`config.mk`:
```
export PLATFORM = sky130hd
export DESIGN_NAME = alu_exec_unit
export DESIGN_NICKNAME = d
export VERILOG_FILES = /design/src/rtl/alu_pkg.sv /design/src/rtl/alu_mul_iter.sv /design/src/rtl/alu_exec_unit.sv
export SDC_FILE = /design/constraint.sdc
export NUM_CORES = 1
export LEC_CHECK = 0
export BUFFER_PORTS_ARGS = -buffer_cell sky130_fd_sc_hd__buf_2
export CORE_MARGIN = 10
export CORE_UTILIZATION = 50
export CTS_CLUSTER_DIAMETER = 120
export DETAILED_ROUTE_END_ITERATION = 16
export PLACE_DENSITY = 0.68
export SLEW_MARGIN = 20
export SYNTH_ARGS = -nofsm -noshare
export SYNTH_HDL_FRONTEND = slang
export SYNTH_HIERARCHICAL = 1
export SYNTH_SLANG_ARGS = --single-unit
```
`constraint.sdc`:
```
create_clock -name clk -period 5.1 [get_ports clk]
set_clock_uncertainty 0.15 [all_clocks]
set_input_delay 1.02 -clock clk [delete_from_list [all_inputs] [get_ports clk]]
set_output_delay 1.02 -clock clk [all_outputs]
set_load 0.01 [all_outputs]
```
`src/rtl/alu_pkg.sv`:
```
// alu_pkg: alucontrol codes and execution-unit state type shared with the ALU decoder
package alu_pkg;
  localparam logic [2:0] ALU_ADD = 3'b010;
  localparam logic [2:0] ALU_SUB = 3'b110;
  localparam logic [2:0] ALU_AND = 3'b000;
  localparam logic [2:0] ALU_OR  = 3'b001;
  localparam logic [2:0] ALU_SLT = 3'b111;
  localparam logic [2:0] ALU_MUL = 3'b011;
  typedef enum logic {IDLE, MUL} alu_state_t;
endpackage

```
`src/rtl/alu_mul_iter.sv`:
```
// alu_mul_iter: iterative shift-add multiplier producing the low WIDTH bits in WIDTH cycles
module alu_mul_iter #(
  parameter int WIDTH = 32
) (
  input  logic             clk,
  input  logic             reset,
  input  logic             start,
  input  logic [WIDTH-1:0] a,
  input  logic [WIDTH-1:0] b,
  output logic             busy,
  output logic             done,
  output logic [WIDTH-1:0] product
);
  localparam int CW = $clog2(WIDTH);
  logic [CW-1:0]    cnt;
  logic [WIDTH-1:0] acc, mcand, mplier;
  // the last step's partial product is folded in combinationally so the result is ready on the final cycle
  assign done    = busy && cnt == CW'(WIDTH - 1);
  assign product = acc + (mplier[0] ? mcand : '0);
  // load operands on start, then one shift-add step per cycle with no early exit
  always_ff @(posedge clk or negedge reset)
    if (!reset) begin
      busy   <= 1'b0;
      cnt    <= '0;
      acc    <= '0;
      mcand  <= '0;
      mplier <= '0;
    end else if (start) begin
      busy   <= 1'b1;
      cnt    <= '0;
      acc    <= '0;
      mcand  <= a;
      mplier <= b;
    end else if (busy) begin
      busy   <= !done;
      cnt    <= cnt + 1'b1;
      acc    <= product;
      mcand  <= mcand << 1;
      mplier <= mplier >> 1;
    end
endmodule

```
`src/rtl/alu_exec_unit.sv`:
```
// alu_exec_unit: valid/ready ALU executing alucontrol codes, single-cycle ops plus iterative MUL
module alu_exec_unit
  import alu_pkg::*;
#(
  parameter int WIDTH = 32
) (
  input  logic             clk,
  input  logic             reset,
  input  logic             in_valid,
  output logic             in_ready,
  input  logic [2:0]       alucontrol,
  input  logic [WIDTH-1:0] srca,
  input  logic [WIDTH-1:0] srcb,
  output logic             out_valid,
  input  logic             out_ready,
  output logic [WIDTH-1:0] result,
  output logic             zero,
  output logic             illegal
);
  alu_state_t       state;
  logic             accept, is_illegal, mul_busy, mul_done;
  logic [WIDTH-1:0] alu_res, mul_product;
  assign in_ready   = reset && state == IDLE && !mul_busy && (!out_valid || out_ready);
  assign accept     = in_valid && in_ready;
  assign is_illegal = alucontrol[2:1] == 2'b10;
  // single-cycle result; illegal codes yield zero
  always_comb
    alu_res = alucontrol == ALU_ADD ? srca + srcb :
              alucontrol == ALU_SUB ? srca - srcb :
              alucontrol == ALU_AND ? srca & srcb :
              alucontrol == ALU_OR  ? srca | srcb :
              alucontrol == ALU_SLT ? {{(WIDTH-1){1'b0}}, $signed(srca) < $signed(srcb)} :
              '0;
  alu_mul_iter #(.WIDTH(WIDTH)) u_mul (
    .clk     (clk),
    .reset   (reset),
    .start   (accept && alucontrol == ALU_MUL),
    .a       (srca),
    .b       (srcb),
    .busy    (mul_busy),
    .done    (mul_done),
    .product (mul_product)
  );
  // FSM and output registers; a consume and a new load may share one edge
  always_ff @(posedge clk or negedge reset)
    if (!reset) begin
      state     <= IDLE;
      out_valid <= 1'b0;
      result    <= '0;
      zero      <= 1'b0;
      illegal   <= 1'b0;
    end else begin
      if (out_valid && out_ready) out_valid <= 1'b0;
      if (state == IDLE && accept) begin
        if (alucontrol == ALU_MUL) state <= MUL;
        else begin
          out_valid <= 1'b1;
          result    <= alu_res;
          zero      <= alu_res == '0;
          illegal   <= is_illegal;
        end
      end else if (state == MUL && mul_done) begin
        state     <= IDLE;
        out_valid <= 1'b1;
        result    <= mul_product;
        zero      <= mul_product == '0;
        illegal   <= 1'b0;
      end
    end
endmodule

```
==> results of run 1 <==
[layer usage]
metal / vias to the layer above / track usage (%)
met5: - / 0
met2: 563 / 45.6
met3: 55 / 3.78
li1: 6334 / -
met4: 0 / 6.90
met1: 6588 / 40.1
[registers in the layout (all words and copies together) (netlist names)]
signal / flops
u_mul/busy: 1
u_mul/mcand: 32
zero: 1
state: 1
u_mul/cnt: 5
out_valid: 1
u_mul/acc: 32
result: 32
u_mul/mplier: 32
illegal: 1
[cell families (layout without fill, tap and decap cells)]
kind of cell / Yosys count / after routing / synth area share, %
AO/OA/AOI/OAI: 532 / 532 / 26.0
adder cells (fa/ha/maj): 132 / 132 / 12.2
AND/OR/NAND/NOR: 536 / 536 / 18.7
multiplexers: 109 / 109 / 7.99
buffers and inverters: 225 / 291 / 6.62
flip-flops: 138 / 138 / 25.2
XOR/XNOR: 53 / 53 / 3.38
[layout by cell type (no fill, tap or decap), types with 19 or more instances in the layout]
cell	netlist	layout
sky130_fd_sc_hd__a211oi_1	25	25
sky130_fd_sc_hd__o21ai_0	144	144
sky130_fd_sc_hd__dfrtp_1	138	137
sky130_fd_sc_hd__nor2_1	113	112
sky130_fd_sc_hd__a31oi_1	19	19
sky130_fd_sc_hd__inv_1	110	110
sky130_fd_sc_hd__nand2_1	189	189
sky130_fd_sc_hd__nand3_1	31	31
sky130_fd_sc_hd__nand4_1	23	23
sky130_fd_sc_hd__and3_1	22	22
sky130_fd_sc_hd__buf_4	3	38
sky130_fd_sc_hd__a21o_1	35	35
sky130_fd_sc_hd__and2_1	40	40
sky130_fd_sc_hd__ha_1	129	129
sky130_fd_sc_hd__nor3_1	30	30
sky130_fd_sc_hd__mux2i_1	105	105
sky130_fd_sc_hd__xnor2_1	35	35
sky130_fd_sc_hd__buf_2	21	105
sky130_fd_sc_hd__a21oi_1	100	100
sky130_fd_sc_hd__o211ai_1	24	24
sky130_fd_sc_hd__nor4_1	29	29
[critical path, stage by stage]
cell	delay [ns]
sky130_fd_sc_hd__buf_2	0.10
sky130_fd_sc_hd__inv_1	0.06
sky130_fd_sc_hd__ha_1	0.62
sky130_fd_sc_hd__inv_1	0.20
sky130_fd_sc_hd__o211ai_1	0.19
sky130_fd_sc_hd__o211ai_1	0.20
sky130_fd_sc_hd__o31ai_1	0.63
sky130_fd_sc_hd__o22ai_1	0.15
sky130_fd_sc_hd__a211oi_1	0.52
sky130_fd_sc_hd__nand4_1	0.17
sky130_fd_sc_hd__nor4_1	0.34
sky130_fd_sc_hd__and4_1	0.25
sky130_fd_sc_hd__nand3_1	0.08
sky130_fd_sc_hd__o31ai_2	0.18
[through the flow]
stage          utilization (%)  cell area (um2)  hold slack, ns  worst slack (ns)
2_1_floorplan                -            13700           0.313              1.08
3_3_place_gp              53.9            14500           0.304             0.258
3_5_place_dp              53.9            14500           0.313             0.240
4_1_cts                   56.2            15200           0.329             0.694
5_1_grt                   56.2            15200           0.351             0.328
6_report                  56.2            15200           0.320             0.576
[Yosys cell counts (all sizes together), types with 6 or more instances]
master / count / area, um2
a21oi: 102 / 518
o21bai: 9 / 78.8
nand2: 189 / 709
a221oi: 10 / 111
nand3: 32 / 165
o21ai: 161 / 810
inv: 113 / 424
ha: 129 / 1610
o31ai: 20 / 160
o311ai: 6 / 52.6
nand4: 23 / 144
and2: 40 / 250
a2111oi: 6 / 71.3
o22ai: 13 / 81.3
clkbuf: 75 / 285
xor2: 18 / 158
nor3: 30 / 150
o211ai: 25 / 193
or2: 6 / 37.5
mux2i: 105 / 1050
a22o: 12 / 105
and3: 24 / 153
o221ai: 6 / 52.6
dfrtp: 138 / 3450
xnor2: 35 / 307
a21o: 36 / 272
buf: 36 / 195
o2111ai: 6 / 52.6
a211oi: 27 / 220
nor4: 29 / 181
a31oi: 21 / 144
o21a: 8 / 61.3
nor2: 114 / 430
nor2b: 17 / 106
or3: 8 / 50.1
[power by group]
part	internal [mW]	leakage [nW]	switching (mW)
logic	1.87	5.04	2.98
clock network	0.809	0.312	0.608
registers	1.60	1.70	0.407
total	4.27	7.05	4.00
[area by class of cell]
cell class / instances / area, um2 / area share (%)
inverters: 114 / 428 / 2.82
repair buffers: 145 / 833 / 5.50
flip-flops and latches: 138 / 3460 / 22.8
multi-input cells: 1362 / 9380 / 61.9
well taps: 341 / 427 / 2.81
clock buffers: 18 / 439 / 2.90
clock inverters: 14 / 198 / 1.30
[worst paths after layout]
path / start / end
setup / recovery: srcb[9] / zero$_DFFE_PN0P_
hold / removal: result[17]$_DFFE_PN0P_ / result[17]$_DFFE_PN0P_
setup reg to reg: u_mul/mplier[0]$_DFFE_PN0P_ / zero$_DFFE_PN0P_
hold reg to reg: result[17]$_DFFE_PN0P_ / result[17]$_DFFE_PN0P_
max in group asynchronous: reset / u_mul/mplier[23]$_DFFE_PN0P_
min in group asynchronous: reset / u_mul/cnt[4]$_DFFE_PN0P_
==> implementation parameters, run 1 <==
Parameter                              Value

Status
  Status    finished, final reports clean

CTS
  Post-cts resize count    0
  Post-CTS setup-driven buffer insertion count    0
  Worst skew pair latency    0.44 ns
  Number of buffers inserted during clock tree synthesis    17
  CTS root buffer    sky130_fd_sc_hd__clkbuf_16
  Clock-pin slew on the worst setup and hold paths    approximately 0.06 ns
  H-tree Lvls    4
  TritonCTS clock tree    built
  # hold bufs at CTS    0
  Clock sink count    roughly 140
  Maximum count of clock buffers along a single path    2

Placed design
  Number of buffers inserted by port buffering    between 100 and 150
  Global placer's final weighted congestion    between 0.9 and 1
  Half-perimeter wire length after detailed placement    approximately 38 mm
  Number of instances in the placed design    2100

Detailed routing
  Uppermost metal layer occupied by signal nets    met4
  Total wire length after detailed routing    49.8 mm
  Routed met1 length    between 20 and 25 mm
  Post-detailed-route count of antenna-violating nets    0
  Drt first pass iters    9
  Remaining routing DRC violations    0
  Count of vias placed by the detailed router    roughly 14000
  Average routed wire per standard cell    ~23 um
  Routed met3 length    roughly 3.4 mm
  Detail-routed via count per cell    between 6 and 7
  Met2 Routed Length    22.9 mm
  Drt first-iter violations    ~1900

Logic synthesis
  Proportion of synthesized chip area in sequential cells    about 25%
  Number of enable flip-flop cells after synthesis    0
  Cell area after synthesis    between 0.01 and 0.015 mm2
  Most instantiated flip-flop cell in the synthesis netlist    sky130_fd_sc_hd__dfrtp_1
  Flip-flop and latch count after synthesis    between 100 and 150
  Synthesized netlist net count    1928
  Number of cells produced by synthesis    ~1700
  Share of async-settable or async-resettable flops after synthesis    100%
  Total number of yosys warnings    6
  Syn_area_per_cell    7.96 um2
  Number of distinct standard cells referenced by the synthesized netlist    95

Pwr
  P per Cell Area    ~550 mW/mm2
  Total power    between 8 and 9 mW
  Static leakage    about 7.1 nW
  Max VDD drop    approximately 290 uV

Setup path
  Crit Path Category    input pin to flip-flop
  Endpoint type of the worst setup path    flip-flop
  Arrival time at the worst endpoint    4.72 ns
  Internal reg-to-reg setup slack    0.71 ns
  Startpoint kind of the worst setup timing path    input pin
  Critical path fanouts, max    15
  Number of cells traversed by the worst register-to-register path    16
  Required arrival time at the worst endpoint    approximately 5.3 ns

STA
  Setup Total Neg Slack    0 ns
  Achievable clock frequency    approximately 220 MHz
  Final setup violating endpoints    0
  Minimum clock period after layout    about 4.5 ns
  Transition at the pin with the smallest max-transition slack    0.834 ns
  Hold Vio Cnt, Final    0
  RSZ-0062 raised after global routing    false
  Relative slew margins    44.4%
  Fin crit share    approximately 89%
  Final number of max-transition violations    0

Floorplan
  Initial core utilization    a little over 50%
  Number of top-level pins    roughly 110
  Die Height    approximately 190 um
  Die Span X    about 190 um
  Core region area    between 0.02 and 0.03 mm2
  Die ar.    about 0.034 mm2
  Number of rows in the core area    60

Layout
  Area added between synthesis and finish    10.4%
  Fill cell count    2577
  Number of nets at the end of the flow    between 1500 and 2000
  Final instance count without filler cells    2132
  Share of post-route cells with drive strength above 1    between 10% and 20%
  Antenna Diode Count    0

GRT
  Global Route Usage Sum    between 20 and 30%
  Wire length of the first global-routing pass    a little under 80 mm
  Number of antenna violations at the first check in global routing    0
  Maximum number of pins on one net before global-route repair    82
  Via count of the first global-routing pass    roughly 13000
  Congestion Overflow GR    0

Min path
  Cell count of the worst hold path    2
  Worst min-delay path class    flip-flop to flip-flop

Run
  Maximum Capacitance Violations    0
(Power assumes the default switching activity.)
==> inputs of run 2 (changes only) <==
--- a/config.mk
+++ b/config.mk
@@ -10,7 +10,7 @@
 export CORE_UTILIZATION = 50
 export CTS_CLUSTER_DIAMETER = 120
 export DETAILED_ROUTE_END_ITERATION = 16
-export PLACE_DENSITY = 0.68
+export PLACE_DENSITY = 0.71
 export SLEW_MARGIN = 20
 export SYNTH_ARGS = -nofsm -noshare
 export SYNTH_HDL_FRONTEND = slang
==> constraint.sdc (replaced) <==
create_clock -name clk -period 4.1 [get_ports clk]
set_clock_uncertainty 0.15 [all_clocks]
set_input_delay 0.82 -clock clk [delete_from_list [all_inputs] [get_ports clk]]
set_output_delay 0.82 -clock clk [all_outputs]
set_load 0.01 [all_outputs]
==> run 2 against run 1 <==
Against the previous run: critical path depth grew 2; routed wire length up 3.3%; critical path type is now flip-flop to flip-flop; cell area increased by 11%; sequential power grew 20%; highest routed layer unchanged.
==> implementation parameters, run 2 (synthesis gave the netlist of run 1 again) <==
Parameter                              Value

GRT
  Met1 track demand over resource in global routing    between 40% and 50%
  Gr busiest metal    met2
  Number of antenna violations at the first check in global routing    1
  Global Route Usage Sum    29.2%
  Maximum number of pins on one net before global-route repair    between 100 and 150
  Global routing met3 resource utilization    4.02%
  Congestion Overflow GR    0
  Via count of the first global-routing pass    around 14000
  Global routing met2 resource utilization    a little under half
  Wire length of the first global-routing pass    ~79 mm

Detailed routing
  Remaining routing DRC violations    0
  Total wire length after detailed routing    between 50 and 60 mm
  Average routed wire per standard cell    22.0 um
  Drt first pass iters    5
  Count of vias placed by the detailed router    between 10000 and 15000
  Post-detailed-route count of antenna-violating nets    0
  Detail-routed via count per cell    ~6.2
  Drt first-iter violations    between 1500 and 2000

Min path
  Min-Delay Startpoint    result[15]$_DFFE_PN0P_
  Worst min-delay path class    flip-flop to flip-flop

CTS
  Clock-pin slew on the worst setup and hold paths    about 0.07 ns
  Number of buffers inserted during clock tree synthesis    17
  Clock sink count    around 140
  CTS root buffer    sky130_fd_sc_hd__clkbuf_16
  Maximum count of clock buffers along a single path    2
  TritonCTS clock tree    built
  # hold bufs at CTS    0
  H-tree Lvls    4
  Worst skew pair latency    between 0.4 and 0.5 ns

Floorplan
  Die Height    between 150 and 200 um
  Die Span X    approximately 190 um
  Number of top-level pins    107
  Core region area    ~0.027 mm2
  Number of rows in the core area    60
  Initial core utilization    50.9%
  Die ar.    0.0345 mm2

STA
  Fin crit share    between 90% and 100%
  Hold Vio Cnt, Final    0
  Minimum clock period after layout    3.95 ns
  Minimum hold slack    about 0.32 ns
  Final number of max-transition violations    0
  Relative slew margins    roughly two fifths
  Transition at the pin with the smallest max-transition slack    between 0.9 and 1 ns
  Final setup violating endpoints    0
  Achievable clock frequency    253 MHz

Setup path
  Crit Path Category    flip-flop to flip-flop
  Required arrival time at the worst endpoint    between 4 and 5 ns
  Critical path fanouts, max    4
  Endpoint type of the worst setup path    flip-flop
  Cell class contributing the biggest share of worst-path delay    compound AO/OA/AOI/OAI gates
  CP bufs+invs    0
  Beginning of the worst register-to-register path    u_mul/mcand[0]$_DFFE_PN0P_
  Startpoint kind of the worst setup timing path    flip-flop
  Stage delay of the slowest cell on the critical path    0.45 ns
  CP max stage cell    sky130_fd_sc_hd__fa_1
  Launching instance or port of the critical path    u_mul/mcand[0]$_DFFE_PN0P_
  Arrival time at the worst endpoint    just over 4 ns
  Critical path, cell by cell    and2_1 > ha_1 > fa_1 > a21o_1 > a221o_2 > a221oi_4 > o41ai_1 > a21oi_1 > xnor2_2 > nor4_2 > nand4_1 > nor2_1 > nand2_1 > nor2_1 > a21oi_1 > o31ai_2

Layout
  Number of nets at the end of the flow    approximately 2200
  Final instance count without filler cells    ~2300
  Top library cells by usage in the layout, fill and taps aside    sky130_fd_sc_hd__buf_4 (241), sky130_fd_sc_hd__nand2_1 (189), sky130_fd_sc_hd__o21ai_0 (143)
  Most common cell after layout, fill and taps aside    sky130_fd_sc_hd__buf_4
  Share of post-route cells with drive strength above 1    between 20 and 25%
  Area added between synthesis and finish    22.7%
  Antenna Diode Count    0

Pwr
  P per Cell Area    ~650 mW/mm2
  Max VDD drop    420 uV
  Static leakage    just over 8 nW

Placed design
  Number of instances in the placed design    2305
  Global placer's final weighted congestion    about 0.97
  Half-perimeter wire length after detailed placement    40.2 mm
  Number of buffers inserted by port buffering    106

Status
  Status    finished, final reports clean

Run
  Maximum Capacitance Violations    0
run 2: metal layers:
metal  vias up  part of all wire (%)
met4         0                   2.0
met2       586                    46
met5         -                     0
met3        69                   7.5
met1      6964                    44
li1       6779                     -
run 2: worst paths after layout:
| path | depth (start not counted) | end | slack [ns] |
|---|---|---|---|
| worst max register to register | 16 | zero$_DFFE_PN0P_ | 0.15 |
| worst min register to register | 2 | result[15]$_DFFE_PN0P_ | 0.32 |
| worst min-delay path | 2 | result[15]$_DFFE_PN0P_ | 0.32 |
| max in group asynchronous | 2 | u_mul/busy$_DFF_PN0_ | 2.77 |
| min in group asynchronous | 2 | u_mul/mplier[8]$_DFFE_PN0P_ | 0.36 |
| worst max-delay path | 16 | zero$_DFFE_PN0P_ | 0.15 |
run 2: area by class of cell:
cell class | count | area, um2
Fill cell | 2445 | 10100
Inverter | 114 | 428
Multi-Input combinational cell | 1362 | 9470
Sequential cell | 138 | 3460
Timing Repair Buffer | 352 | 2450
Clock buffer | 18 | 439
Clock inverter | 14 | 179
Tap cell | 341 | 427
run 2: worst register-to-register path, stage by stage (launching register included):
cell and delay (ns):
sky130_fd_sc_hd__dfrtp_1 0.41, sky130_fd_sc_hd__and2_1 0.18, sky130_fd_sc_hd__ha_1 0.23, sky130_fd_sc_hd__fa_1 0.45, sky130_fd_sc_hd__a21o_1 0.23, sky130_fd_sc_hd__a221o_2 0.38
sky130_fd_sc_hd__a221oi_4 0.34, sky130_fd_sc_hd__o41ai_1 0.13, sky130_fd_sc_hd__a21oi_1 0.28, sky130_fd_sc_hd__xnor2_2 0.17, sky130_fd_sc_hd__nor4_2 0.31, sky130_fd_sc_hd__nand4_1 0.13
sky130_fd_sc_hd__nor2_1 0.14, sky130_fd_sc_hd__nand2_1 0.07, sky130_fd_sc_hd__nor2_1 0.11, sky130_fd_sc_hd__a21oi_1 0.07, sky130_fd_sc_hd__o31ai_2 0.08
run 2: timing repair:
action	in CTS	in global routing
resized for setup	2	16
pin swaps	0	10
setup endpoints to repair	1	1
cloned	0	0
buffers inserted	0	2
run 2: power breakdown:
part / leakage, nW / switching [mW] / total, mW / internal [mW]
Clock: 0.307 / 0.732 / 1.68 / 0.945
Combinational: 6.07 / 4.10 / 6.94 / 2.84
Sequential: 1.70 / 0.402 / 2.39 / 1.99
Total: 8.08 / 5.23 / 11.0 / 5.78
run 2: per-stage QoR:
stage / setup TNS, ns / setup slack (ns) / util [%] / cell area, um2 / total power, mW
after floorplan: 0 / 0.278 / - / 13700 / 6.63
after global placement: -0.141 / -0.141 / 59.8 / 16100 / 8.85
after detailed placement: -0.204 / -0.184 / 59.8 / 16100 / 8.97
after CTS: 0 / 0.0298 / 62.2 / 16800 / 10.7
after global routing: -0.0207 / -0.0207 / 62.5 / 16800 / 11.7
final: 0 / 0.148 / 62.5 / 16800 / 11.0
